## src/rtl/mem_access_ctrl.sv

```systemverilog
// mem_access_ctrl: sequences MEM-stage data-memory accesses over a req/ack
// handshake, stalls the pipeline while an access is outstanding and runs a
// watchdog that traps into a sticky error state on a missing acknowledge.
module mem_access_ctrl #(
    parameter int unsigned ADDR_W  = 32,
    parameter int unsigned DATA_W  = 32,
    parameter int unsigned TIMEOUT = 16
) (
    input  logic              clk,
    input  logic              rst_n,
    input  logic              MemRead,
    input  logic              MemWrite,
    input  logic [ADDR_W-1:0] ALUResult,
    input  logic [DATA_W-1:0] RtData,
    input  logic              RegWrite,
    output logic              mem_req,
    output logic              mem_we,
    output logic [ADDR_W-1:0] mem_addr,
    output logic [DATA_W-1:0] mem_wdata,
    input  logic [DATA_W-1:0] mem_rdata,
    input  logic              mem_ack,
    output logic              stall,
    output logic              RegWrite_out,
    output logic [DATA_W-1:0] Mem_r_data,
    output logic              err
);

    localparam int unsigned CNT_W = 8;
    localparam logic [CNT_W-1:0] CNT_LAST = CNT_W'(TIMEOUT - 1);

    typedef enum logic [1:0] {
        ST_IDLE = 2'd0,
        ST_BUSY = 2'd1,
        ST_DONE = 2'd2,
        ST_ERR  = 2'd3
    } state_t;

    state_t             state_q, state_d;
    logic [CNT_W-1:0]   cnt_q, cnt_d;
    logic               mem_req_d, mem_we_d, err_d;
    logic [ADDR_W-1:0]  mem_addr_d;
    logic [DATA_W-1:0]  mem_wdata_d, mem_r_data_d;
    logic               access_c;

    assign access_c = MemRead | MemWrite;

    // Pipeline freeze and MEM/WB bubble; stall drops in DONE so the pipe advances
    always_comb begin
        stall = 1'b0;
        unique case (state_q)
            ST_IDLE: stall = access_c;
            ST_BUSY: stall = 1'b1;
            ST_ERR:  stall = 1'b1;
            default: stall = 1'b0;
        endcase
        RegWrite_out = RegWrite & ~stall;
    end

    // Next-state and next-output logic; the access type is remembered in mem_we
    always_comb begin
        state_d      = state_q;
        cnt_d        = cnt_q;
        mem_req_d    = mem_req;
        mem_we_d     = mem_we;
        mem_addr_d   = mem_addr;
        mem_wdata_d  = mem_wdata;
        mem_r_data_d = Mem_r_data;
        err_d        = err;
        unique case (state_q)
            ST_IDLE: begin
                // A set MemWrite makes the access a write even if MemRead is also set
                if (access_c) begin
                    state_d     = ST_BUSY;
                    mem_req_d   = 1'b1;
                    mem_we_d    = MemWrite;
                    mem_addr_d  = ALUResult;
                    mem_wdata_d = RtData;
                    cnt_d       = '0;
                end
            end
            ST_BUSY: begin
                // An ack on the final watchdog cycle still completes normally
                if (mem_ack) begin
                    state_d   = ST_DONE;
                    mem_req_d = 1'b0;
                    if (!mem_we) begin
                        mem_r_data_d = mem_rdata;
                    end
                end else if (cnt_q == CNT_LAST) begin
                    state_d   = ST_ERR;
                    mem_req_d = 1'b0;
                    err_d     = 1'b1;
                end else begin
                    cnt_d = cnt_q + CNT_W'(1);
                end
            end
            ST_DONE: begin
                state_d = ST_IDLE;
            end
            ST_ERR: begin
                mem_req_d = 1'b0;
                err_d     = 1'b1;
            end
            default: begin
                state_d = ST_IDLE;
            end
        endcase
    end

    // State and output registers, cleared asynchronously
    always_ff @(posedge clk or negedge rst_n) begin
        if (!rst_n) begin
            state_q    <= ST_IDLE;
            cnt_q      <= '0;
            mem_req    <= 1'b0;
            mem_we     <= 1'b0;
            mem_addr   <= '0;
            mem_wdata  <= '0;
            Mem_r_data <= '0;
            err        <= 1'b0;
        end else begin
            state_q    <= state_d;
            cnt_q      <= cnt_d;
            mem_req    <= mem_req_d;
            mem_we     <= mem_we_d;
            mem_addr   <= mem_addr_d;
            mem_wdata  <= mem_wdata_d;
            Mem_r_data <= mem_r_data_d;
            err        <= err_d;
        end
    end

endmodule

```

## config.mk

```make
export PLATFORM = sky130hd
export DESIGN_NAME = mem_access_ctrl
export DESIGN_NICKNAME = d
export VERILOG_FILES = /design/src/rtl/mem_access_ctrl.sv
export SDC_FILE = /design/constraint.sdc
export NUM_CORES = 1
export LEC_CHECK = 0
export BUFFER_PORTS_ARGS = -buffer_cell sky130_fd_sc_hd__buf_4
export CORE_ASPECT_RATIO = 0.5
export CORE_MARGIN = 2
export CORE_UTILIZATION = 50
export CTS_CLUSTER_SIZE = 30
export DETAILED_ROUTE_END_ITERATION = 6
export GPL_ROUTABILITY_DRIVEN = 0
export PLACE_DENSITY_LB_ADDON = 0.25
export SLEW_MARGIN = 10
export SYNTH_ARGS = -nofsm -noshare
export SYNTH_HDL_FRONTEND = slang
export SYNTH_SLANG_ARGS = --single-unit
```

## constraint.sdc

```tcl
create_clock -name clk -period 2.9 [get_ports clk]
set_input_delay 0.145 -clock clk [delete_from_list [all_inputs] [get_ports clk]]
set_output_delay 0.145 -clock clk [all_outputs]
set_load 0.05 [all_outputs]
```

Word level (Yosys, flattened, before mapping)
Cells that the tools add are included.
Widths: inputs -> output; s select.
{ "word_totals": {"reg_bits": 109, "wordCells": 50, "output_inout_bits": 101, "in_bits": 102} }
{ "classes": {"eq_ne": 9, "reduce_logical": 12, "bitwise": 4, "addsub": 1, "mux": 16} }
{ "ops": {"columns": ["op", "count"], "rows": [
  ["$mux 8", 3],
  ["$pmux 8 s2", 1],
  ["$reduce_and 3->1", 4],
  ["$add 8x1->8 const B", 1],
  ["$eq 8x4->1 const B", 1],
  ["$ne 2x2->1 const B", 4],
  ["$mux 2", 3],
  ["$pmux 2 s3", 1],
  ["$reduce_bool 3->1", 2],
  ["$mux 1", 5],
  ["$eq 2x2->1 const B", 2],
  ["$pmux 1 s2", 2],
  ["$reduce_and 4->1", 1],
  ["$reduce_bool 2->1", 2],
  ["$ne 3x3->1 const B", 1],
  ["$pmux 1 s3", 1],
  ["$eq 2x1->1 const B", 1],
  ["$logic_not 2->1", 1],
  ["$not 1->1", 2],
  ["$reduce_and 2->1", 1],
  ["$reduce_or 2->1", 1],
  ["$and 1x1->1", 1],
  ["$or 1x1->1", 1]
]} }

Logic depth before layout (Yosys ltp)
Gate-level depths: netlist (run 1).
{ "depth": {"ltp_word": 5, "depth_mapped": 5, "depth_no_buf": 5} }

Least setup slack after synthesis (run 1)
No wires, ideal clock.
{ "synth_timing": {"path_kind": "reg2reg", "startpoint": "reg mem_we", "endpoint": "reg Mem_r_data[10]", "path_stages_with_launch": 5, "synth_period_minus_slack_ns": 1.704, "required_ns": 2.775, "setup_time_ns": 0.125, "arrival_time_ns": 1.579, "n_path_buf": 2, "setup_slack_ns": 1.196, "path_cell_list": "dfrtp_1 > nor4bb_1 > clkbuf_1 > buf_4 > mux2_2"} }
{ "synth_via": {"elab_chain_cells": 2} }
{ "synth_lines": {"columns": ["element", "line", "text"], "rows": [
  ["start: declaration", "17", "output logic mem_we,"],
  ["start signal: assignment", "125", "mem_we <= mem_we_d;"],
  ["$not 1->1 (no source line)", null, null],
  ["$reduce_and 3->1 (no source line)", null, null],
  ["end signal: assignment", "128", "Mem_r_data <= mem_r_data_d;"],
  ["end: declaration", "24", "output logic [DATA_W-1:0] Mem_r_data,"]
]} }
Every way passes these cells.
A chain may end at the register's enable or synchronous reset.

Worst setup path after layout (run 1)
{ "layout_timing": {"startpoint": "reg state_q[0]", "endpoint": "reg mem_wdata[4]"} }
{ "layout_via": {"elab_chain_cells": 2} }
{ "layout_lines": {"columns": ["element", "line", "text"], "rows": [
  ["start: declaration", "38", "state_t state_q, state_d;"],
  ["start signal: assignment", "122", "state_q <= state_d;"],
  ["$logic_not 2->1", "69", "unique case (state_q)"],
  ["$reduce_and 2->1 (no source line)", null, null],
  ["end signal: assignment", "127", "mem_wdata <= mem_wdata_d;"],
  ["end: declaration", "19", "output logic [DATA_W-1:0] mem_wdata,"]
]} }
Every way passes these cells.

==> results of run 1 <==
## through the flow
step	cell area (µm²)	instances	utilization [%]
global route	6230	592	76.7
detailed placement	5900	575	72.6
CTS	6230	592	76.7
finish	6230	592	76.7
global placement	5900	575	72.6
floorplan	4250	269	-
## path summary, 6_finish.rpt
kind / from / endpoint / slack, ns / cells past startpoint
max: state_q[0]$_DFFE_PN0P_ / mem_wdata[4]$_DFFE_PN0P_ / 0.94 / 3
min: mem_rdata[6] / Mem_r_data[6]$_DFFE_PN0P_ / 0.03 / 2
max reg2reg: state_q[0]$_DFFE_PN0P_ / mem_wdata[4]$_DFFE_PN0P_ / 0.94 / 3
min reg2reg: err$_DFFE_PN0P_ / err$_DFFE_PN0P_ / 0.47 / 1
max in group asynchronous: rst_n / Mem_r_data[23]$_DFFE_PN0P_ / 1.72 / 3
min in group asynchronous: rst_n / mem_addr[23]$_DFFE_PN0P_ / 0.32 / 2
## layout make-up
| cell class | instances | area share [%] |
|---|---|---|
| Sequential cell | 109 | 43.8 |
| Timing Repair Buffer | 208 | 25.1 |
| Multi-Input combinational cell | 146 | 23.6 |
| Clock buffer | 12 | 4.28 |
| Tap cell | 112 | 2.25 |
| Clock inverter | 4 | 0.864 |
| Inverter | 1 | 0.0603 |
## cells by family after synthesis
family / Yosys count / synth area share [%]
flops: 109 / 64.1
simple gates: 29 / 4.30
mux: 97 / 25.7
buf+inv: 14 / 1.79
compound gates: 19 / 3.82
fa+ha+maj: 1 / 0.294
## layer usage
layer  track usage (%)  wire (µm)  vias up
met5                 0          0        -
met4              6.67        138        0
met3              8.26        816       15
met2              39.1       5160      119
met1              25.6       3860     1456
li1                  -          -     1382
## registers in the layout (all words and copies together) (netlist names)
name	flops
err	1
mem_req	1
mem_we	1
mem_addr	32
mem_wdata	32
cnt_q	8
state_q	2
Mem_r_data	32
## cells in the mapped netlist
| master | instances |
|---|---|
| a211o_1 | 3 |
| clkbuf_1 | 2 |
| nor3_1 | 3 |
| o21ai_2 | 1 |
| mux2_1 | 1 |
| nand2_1 | 4 |
| buf_2 | 7 |
| nor4bb_1 | 2 |
| o21a_1 | 1 |
| a31oi_1 | 2 |
| nand2b_1 | 3 |
| nor4_1 | 1 |
| and4b_1 | 1 |
| nor2_1 | 3 |
| o2bb2ai_1 | 1 |
| and2_1 | 2 |
| o21ai_0 | 2 |
| o21a_4 | 1 |
| a2bb2oi_1 | 1 |
| ha_1 | 1 |
| nor3b_2 | 1 |
| a21o_1 | 1 |
| mux2i_1 | 1 |
| and3_1 | 2 |
| o21ba_2 | 1 |
| dfrtp_1 | 109 |
| buf_4 | 4 |
| a221o_2 | 1 |
| nand3_1 | 4 |
| mux2_2 | 95 |
| nor3_2 | 1 |
| nor3b_1 | 1 |
| a22o_1 | 1 |
| a22o_2 | 1 |
| a41oi_1 | 2 |
| or4_4 | 1 |
| inv_1 | 1 |
## worst register-to-register path, delay by kind of cell, from the launching register on
kind	cells	cell delay, ns
buffers and inverters	1	0.44
DFF	1	0.51
muxes	1	0.40
and+or+nand+nor	1	0.49
==> reports/metrics.csv, run 1 <==
stage,metric,value,unit
clock_tree,ctsHoldBuffers,1,
critical_path,path_cells,nor3_4 -> buf_4 -> mux2_2,
clock_tree,clk_latency,0.34,ns
finish,num-fill-cells,511,
finish,area_growth,46.4,%
detailed_routing,firstDrtPassIters,4,
timing,setup_viol_count_final,0,
floorplanning,io_pins,203,
critical_path,crit_buf_inv,1,
critical_path,critPathCaptureType,register,
clock_tree,htreeDepth,3,
floorplanning,die_w,134,µm
timing,skew,0.00676,ns
grt,grt_pass1_vias,3234,
critical_path,cp_slowest_cell,dfrtp_1,
place,dp_hpwl,7730,µm
synthesis,syn-num-nets,372,
timing,slew_viol_final,0,
clock_tree,clockBufferDepth,2,
grt,grt_first_pass_wirelength,16200,µm
detailed_routing,wl,9980,µm
critical_path,worstSetupPathType,register to register,
critical_path,path_delay_family,flip-flops,
finish,multi_input_comb_area,1470,µm²
detailed_routing,vias,2972,
synthesis,synth_top_area_share,64.1,%
synthesis,synth_area,4250,µm²
clock_tree,cts_tree,built,
floorplanning,fp.dieH,69.2,µm
flow_run,drv_cap,0,
place,pre_cts_slack,0.933,ns
timing,worst_slew_pin_slew,0.525,ns
clock_tree,clock-sinks,109,
finish,final_nets,578,
critical_path,start_kind,register,
clock_tree,cts_setup_buffers,0,
synthesis,yosysUniqueCellTypes,37,
timing,fin_crit_sh,67.5,%
grt,overflow,0,
timing,max_freq,511,MHz
place,io_buffers,202,
timing,finalCriticalPeriod,1.96,ns
finish,final_cell_mix,"buf_4, dfrtp_1, mux2_2",
critical_path,worst-path-max-fanout,30,
floorplanning,start_util,52.4,%
detailed_routing,wl_per_cell,16.9,µm
detailed_routing,drc_errors,0,
critical_path,slowest_delay,0.51,ns
clock_tree,clk_pin_slew,0.07,ns
synthesis,synth_top_area_cell,dfrtp_1,
finish,antennaDiodeCount,0,
finish,drive_gt1_share,68.1,%
timing,worst_slack,0.942,ns
grt,gr-usage-all-layers,22.3,%
clock_tree,postCtsResizedCells,0,
synthesis,avgSynthCellArea,15.8,µm²
timing,holdWs,0.0273,ns
synthesis,netlist_instances,269,
timing,hold_viol,0,
floorplanning,core_region_area,8120,µm²
grt,grt_max_degree,43,
synthesis,synthTopCellsByArea,"dfrtp_1, mux2_2, buf_2",
detailed_routing,routed_via_density,5.02,
finish,final_common_cell,buf_4,
detailed_routing,dr.first_iter.drc_count,130,
synthesis,ys_ff_latch,109,
synthesis,ys_warn_count,0,
timing,rsz0062_at_grt,false,
floorplanning,rows,23,
floorplanning,die_area,9300,µm²
synthesis,yosysSeqAreaShare,64.1,%
clock_tree,cts_root_buffer,clkbuf_16,
hold_path,hold_path.class,input pin to register,
timing,setup_tns,0,ns
detailed_routing,drtAntennaViolNets,0,
status,run_status,"finished, final reports clean",
finish,seqCellArea,2730,µm²
critical_path,critPathRequiredTime,3.12,ns
timing,slew_headroom,65.0,%
grt,antenna_found_initial,0,
clock_tree,numCtsBuffers,9,
critical_path,critPathArrivalTime,2.18,ns
Power of run 1 is not shown: default switching activity piles up to over one toggle a cycle in this logic, so the estimate is an artifact.
==> run 2: changes to the inputs <==
- ABC_AREA: unset -> 1
- CORE_UTILIZATION: 50 -> 47
- clock period: 2.9 -> 2 ns (I/O delays scaled with it)
==> run 2 against run 1 <==
  * Critical endpoint is now RegWrite_out
  * Critical path type is now input pin to output pin
  * Global-route usage is 3.7 points higher
  * Design area rose by 19%
  * Critical path depth is 5 higher
  * Setup slack got worse by 0.80 ns
  * Sequential share of layout area decreased by 7.0 points
  * Routed wire length up 34%
==> reports/metrics.csv, run 2 <==
stage,metric,value,unit,change
status,run_status,"finished, final reports clean",,unchanged
place,pre_cts_slack,0.561,ns,was 0.933 ns
synthesis,synth-main-ff-cell,dfrtp_1,,unchanged
finish,final_cell_mix,"nand2_1, buf_4, dfrtp_1",,"was buf_4, dfrtp_1, mux2_2"
clock_tree,clk_latency,0.34,ns,about the same
synthesis,yosysUniqueCellTypes,19,,was 37
timing,holdWs,0.0101,ns,was 0.0273 ns
grt,antenna_found_initial,0,,unchanged
finish,final_nets,906,,was 578
synthesis,synth_enable_flop_cells,0,,unchanged
critical_path,cp_slowest_cell,dlygate4sd3_1,,was dfrtp_1
clock_tree,clockBufferDepth,2,,unchanged
timing,slew_headroom,57.4,%,was 65.0%
timing,rsz0062_at_grt,false,,unchanged
detailed_routing,routed_via_density,4.86,,was 5.02
critical_path,worst-path-max-fanout,28,,was 30
finish,seqCellArea,2730,µm²,unchanged
finish,final_common_cell,nand2_1,,was buf_4
critical_path,worstSetupPathType,input pin to output pin,,was register to register
grt,grt_pass1_vias,4436,,was 3234
synthesis,netlist_instances,518,,was 269
timing,hold_viol,0,,unchanged
finish,finalNonFillerCells,943,,was 592
clock_tree,cts_setup_buffers,0,,unchanged
timing,worst_slew_pin_slew,0.640,ns,was 0.525 ns
synthesis,async_flop_share,100,%,unchanged
detailed_routing,wl,13300,µm,was 9980 µm
critical_path,critPathArrivalTime,1.76,ns,was 2.18 ns
finish,antennaDiodeCount,0,,unchanged
flow_run,drv_cap,0,,unchanged
timing,setup_tns,0,ns,unchanged
synthesis,synth_top_area_cell,dfrtp_1,,unchanged
synthesis,ys_ff_latch,109,,unchanged
detailed_routing,drtAntennaViolNets,0,,unchanged
synthesis,synthTopCellsByArea,"dfrtp_1, nand2_1, nand3_1",,"was dfrtp_1, mux2_2, buf_2"
detailed_routing,vias,4579,,was 2972
floorplanning,die_area,10500,µm²,was 9300 µm²
synthesis,avgSynthCellArea,8.75,µm²,was 15.8 µm²
hold_path,hold_path.class,input pin to register,,unchanged
clock_tree,clock-sinks,109,,unchanged
critical_path,crit_buf_inv,4,,was 1
synthesis,synth_common_cells,"nand2_1, dfrtp_1, nand3_1, buf_2, inv_1",,"was dfrtp_1, mux2_2, buf_2"
detailed_routing,dr.first_iter.drc_count,257,,was 130
critical_path,slowest_delay,0.54,ns,was 0.51 ns
finish,num-fill-cells,614,,was 511
synthesis,yosysSeqAreaShare,60.2,%,was 64.1%
synthesis,syn-num-nets,621,,was 372
timing,setup_viol_count_final,0,,unchanged
clock_tree,numCtsBuffers,9,,unchanged
place,post-place-cells,833,,was 575
floorplanning,rows,25,,was 23
finish,multi_input_comb_area,1580,µm²,was 1470 µm²
timing,worst_slack,0.140,ns,was 0.942 ns
timing,skew,0.00567,ns,was 0.00676 ns
finish,reg_top3,"Mem_r_data (32), mem_addr (32), mem_wdata (32)",,unchanged
critical_path,path_delay_family,buffers and inverters,,was flip-flops
pwr,ir_drop,0.000998,V,
floorplanning,die_w,143,µm,was 134 µm
place,dp_hpwl,7790,µm,was 7730 µm
floorplanning,start_util,48.1,%,was 52.4%
synthesis,synth_area,4530,µm²,was 4250 µm²
critical_path,critPathRequiredTime,1.90,ns,was 3.12 ns
clock_tree,clk_pin_slew,0.07,ns,about the same
timing,fin_crit_sh,93.0,%,
grt,grt_first_pass_wirelength,21200,µm,was 16200 µm
timing,slew_viol_final,0,,unchanged
clock_tree,htreeDepth,3,,unchanged
floorplanning,io_pins,203,,unchanged
timing,finalCriticalPeriod,1.86,ns,
detailed_routing,drc_errors,0,,unchanged
finish,drive_gt1_share,29.3,%,was 68.1%
critical_path,critPathCaptureType,output pin,,was register
synthesis,ys_warn_count,0,,unchanged
grt,overflow,0,,unchanged
clock_tree,cts_root_buffer,clkbuf_16,,unchanged
pwr,p_per_area,1710,nW/µm²,
synthesis,yosysMostFrequentCell,nand2_1,,was dfrtp_1
clock_tree,cts_tree,built,,unchanged
floorplanning,core_region_area,9420,µm²,was 8120 µm²
critical_path,start_kind,input pin,,was register
place,io_buffers,202,,unchanged
floorplanning,fp.dieH,73.4,µm,was 69.2 µm
clock_tree,ctsHoldBuffers,94,,was 1
detailed_routing,firstDrtPassIters,5,,was 4
grt,gr-usage-all-layers,25.9,%,was 22.3%
pwr,p_leak,4.01,nW,
grt,grt_max_degree,67,,was 43
synthesis,synth_top_area_share,60.2,%,was 64.1%
clock_tree,postCtsResizedCells,0,,unchanged
timing,max_freq,538,MHz,
detailed_routing,wl_per_cell,14.1,µm,was 16.9 µm
critical_path,path_cells,dlygate4sd3_1 -> buf_4 -> nor2_1 -> inv_2 -> nand2_4 -> nand2_1 -> nor2_1 -> buf_4,,was nor3_4 -> buf_4 -> mux2_2
finish,area_growth,63.4,%,was 46.4%
## run 2: cells by family after synthesis
kind of cell	share of synthesized area (%)
AOI/OAI and AO/OA	0.718
xor gates and xnor gates	0.193
adders and majority gates	0.276
buffers and inverters	4.86
DFF	60.2
and+or+nand+nor	33.7
## run 2: where the power goes
group	leakage, nW	total (mW)	switching (mW)	internal [mW]
logic	2.50	7.07	5.04	2.03
clock network	0.150	1.88	0.780	1.10
registers	1.37	3.74	0.579	3.16
## run 2: cell type report
type / count / share of cell area, %
Tap cell: 135 / 2.28
Multi-Input combinational cell: 365 / 21.4
Sequential cell: 109 / 36.8
Clock buffer: 11 / 3.14
Clock inverter: 5 / 1.15
Inverter: 14 / 0.710
Timing Repair Buffer: 304 / 34.5
## run 2: path summary, 6_finish.rpt
kind	from	endpoint	slack [ns]	depth (start not counted)
min in group asynchronous	rst_n	mem_wdata[10]$_DFFE_PN0P_	0.26	2
min reg2reg	mem_addr[4]$_DFFE_PN0P_	mem_addr[4]$_DFFE_PN0P_	0.47	2
max in group asynchronous	rst_n	mem_wdata[27]$_DFFE_PN0P_	1.11	3
min	ALUResult[31]	mem_addr[31]$_DFFE_PN0P_	0.01	3
max	MemWrite	RegWrite_out	0.14	8
max reg2reg	state_q[1]$_DFFE_PN0P_	Mem_r_data[19]$_DFFE_PN0P_	0.55	6
## run 2: worst min-delay path: stages
cell and delay, ns:
buf_4 0.08, nand3_1 0.07, nand2_1 0.07
## run 2: metrics by stage
step	cell area, µm²	utilization, %	total power [mW]
after floorplan	4530	-	8.45
after global placement	6150	65.3	10.5
after detailed placement	6150	65.3	10.6
after CTS	7400	78.6	12.7
after global routing	7400	78.6	13.3
final	7400	78.6	12.7
## run 2: metal layers
metal,up-vias,GRT usage [%],routed length [µm]
met5,-,0,0
met2,170,46.4,6920
met3,37,6.71,720
met4,0,12.1,433
met1,2160,29.9,5250
li1,2212,-,-
(Power assumes the default switching activity.)
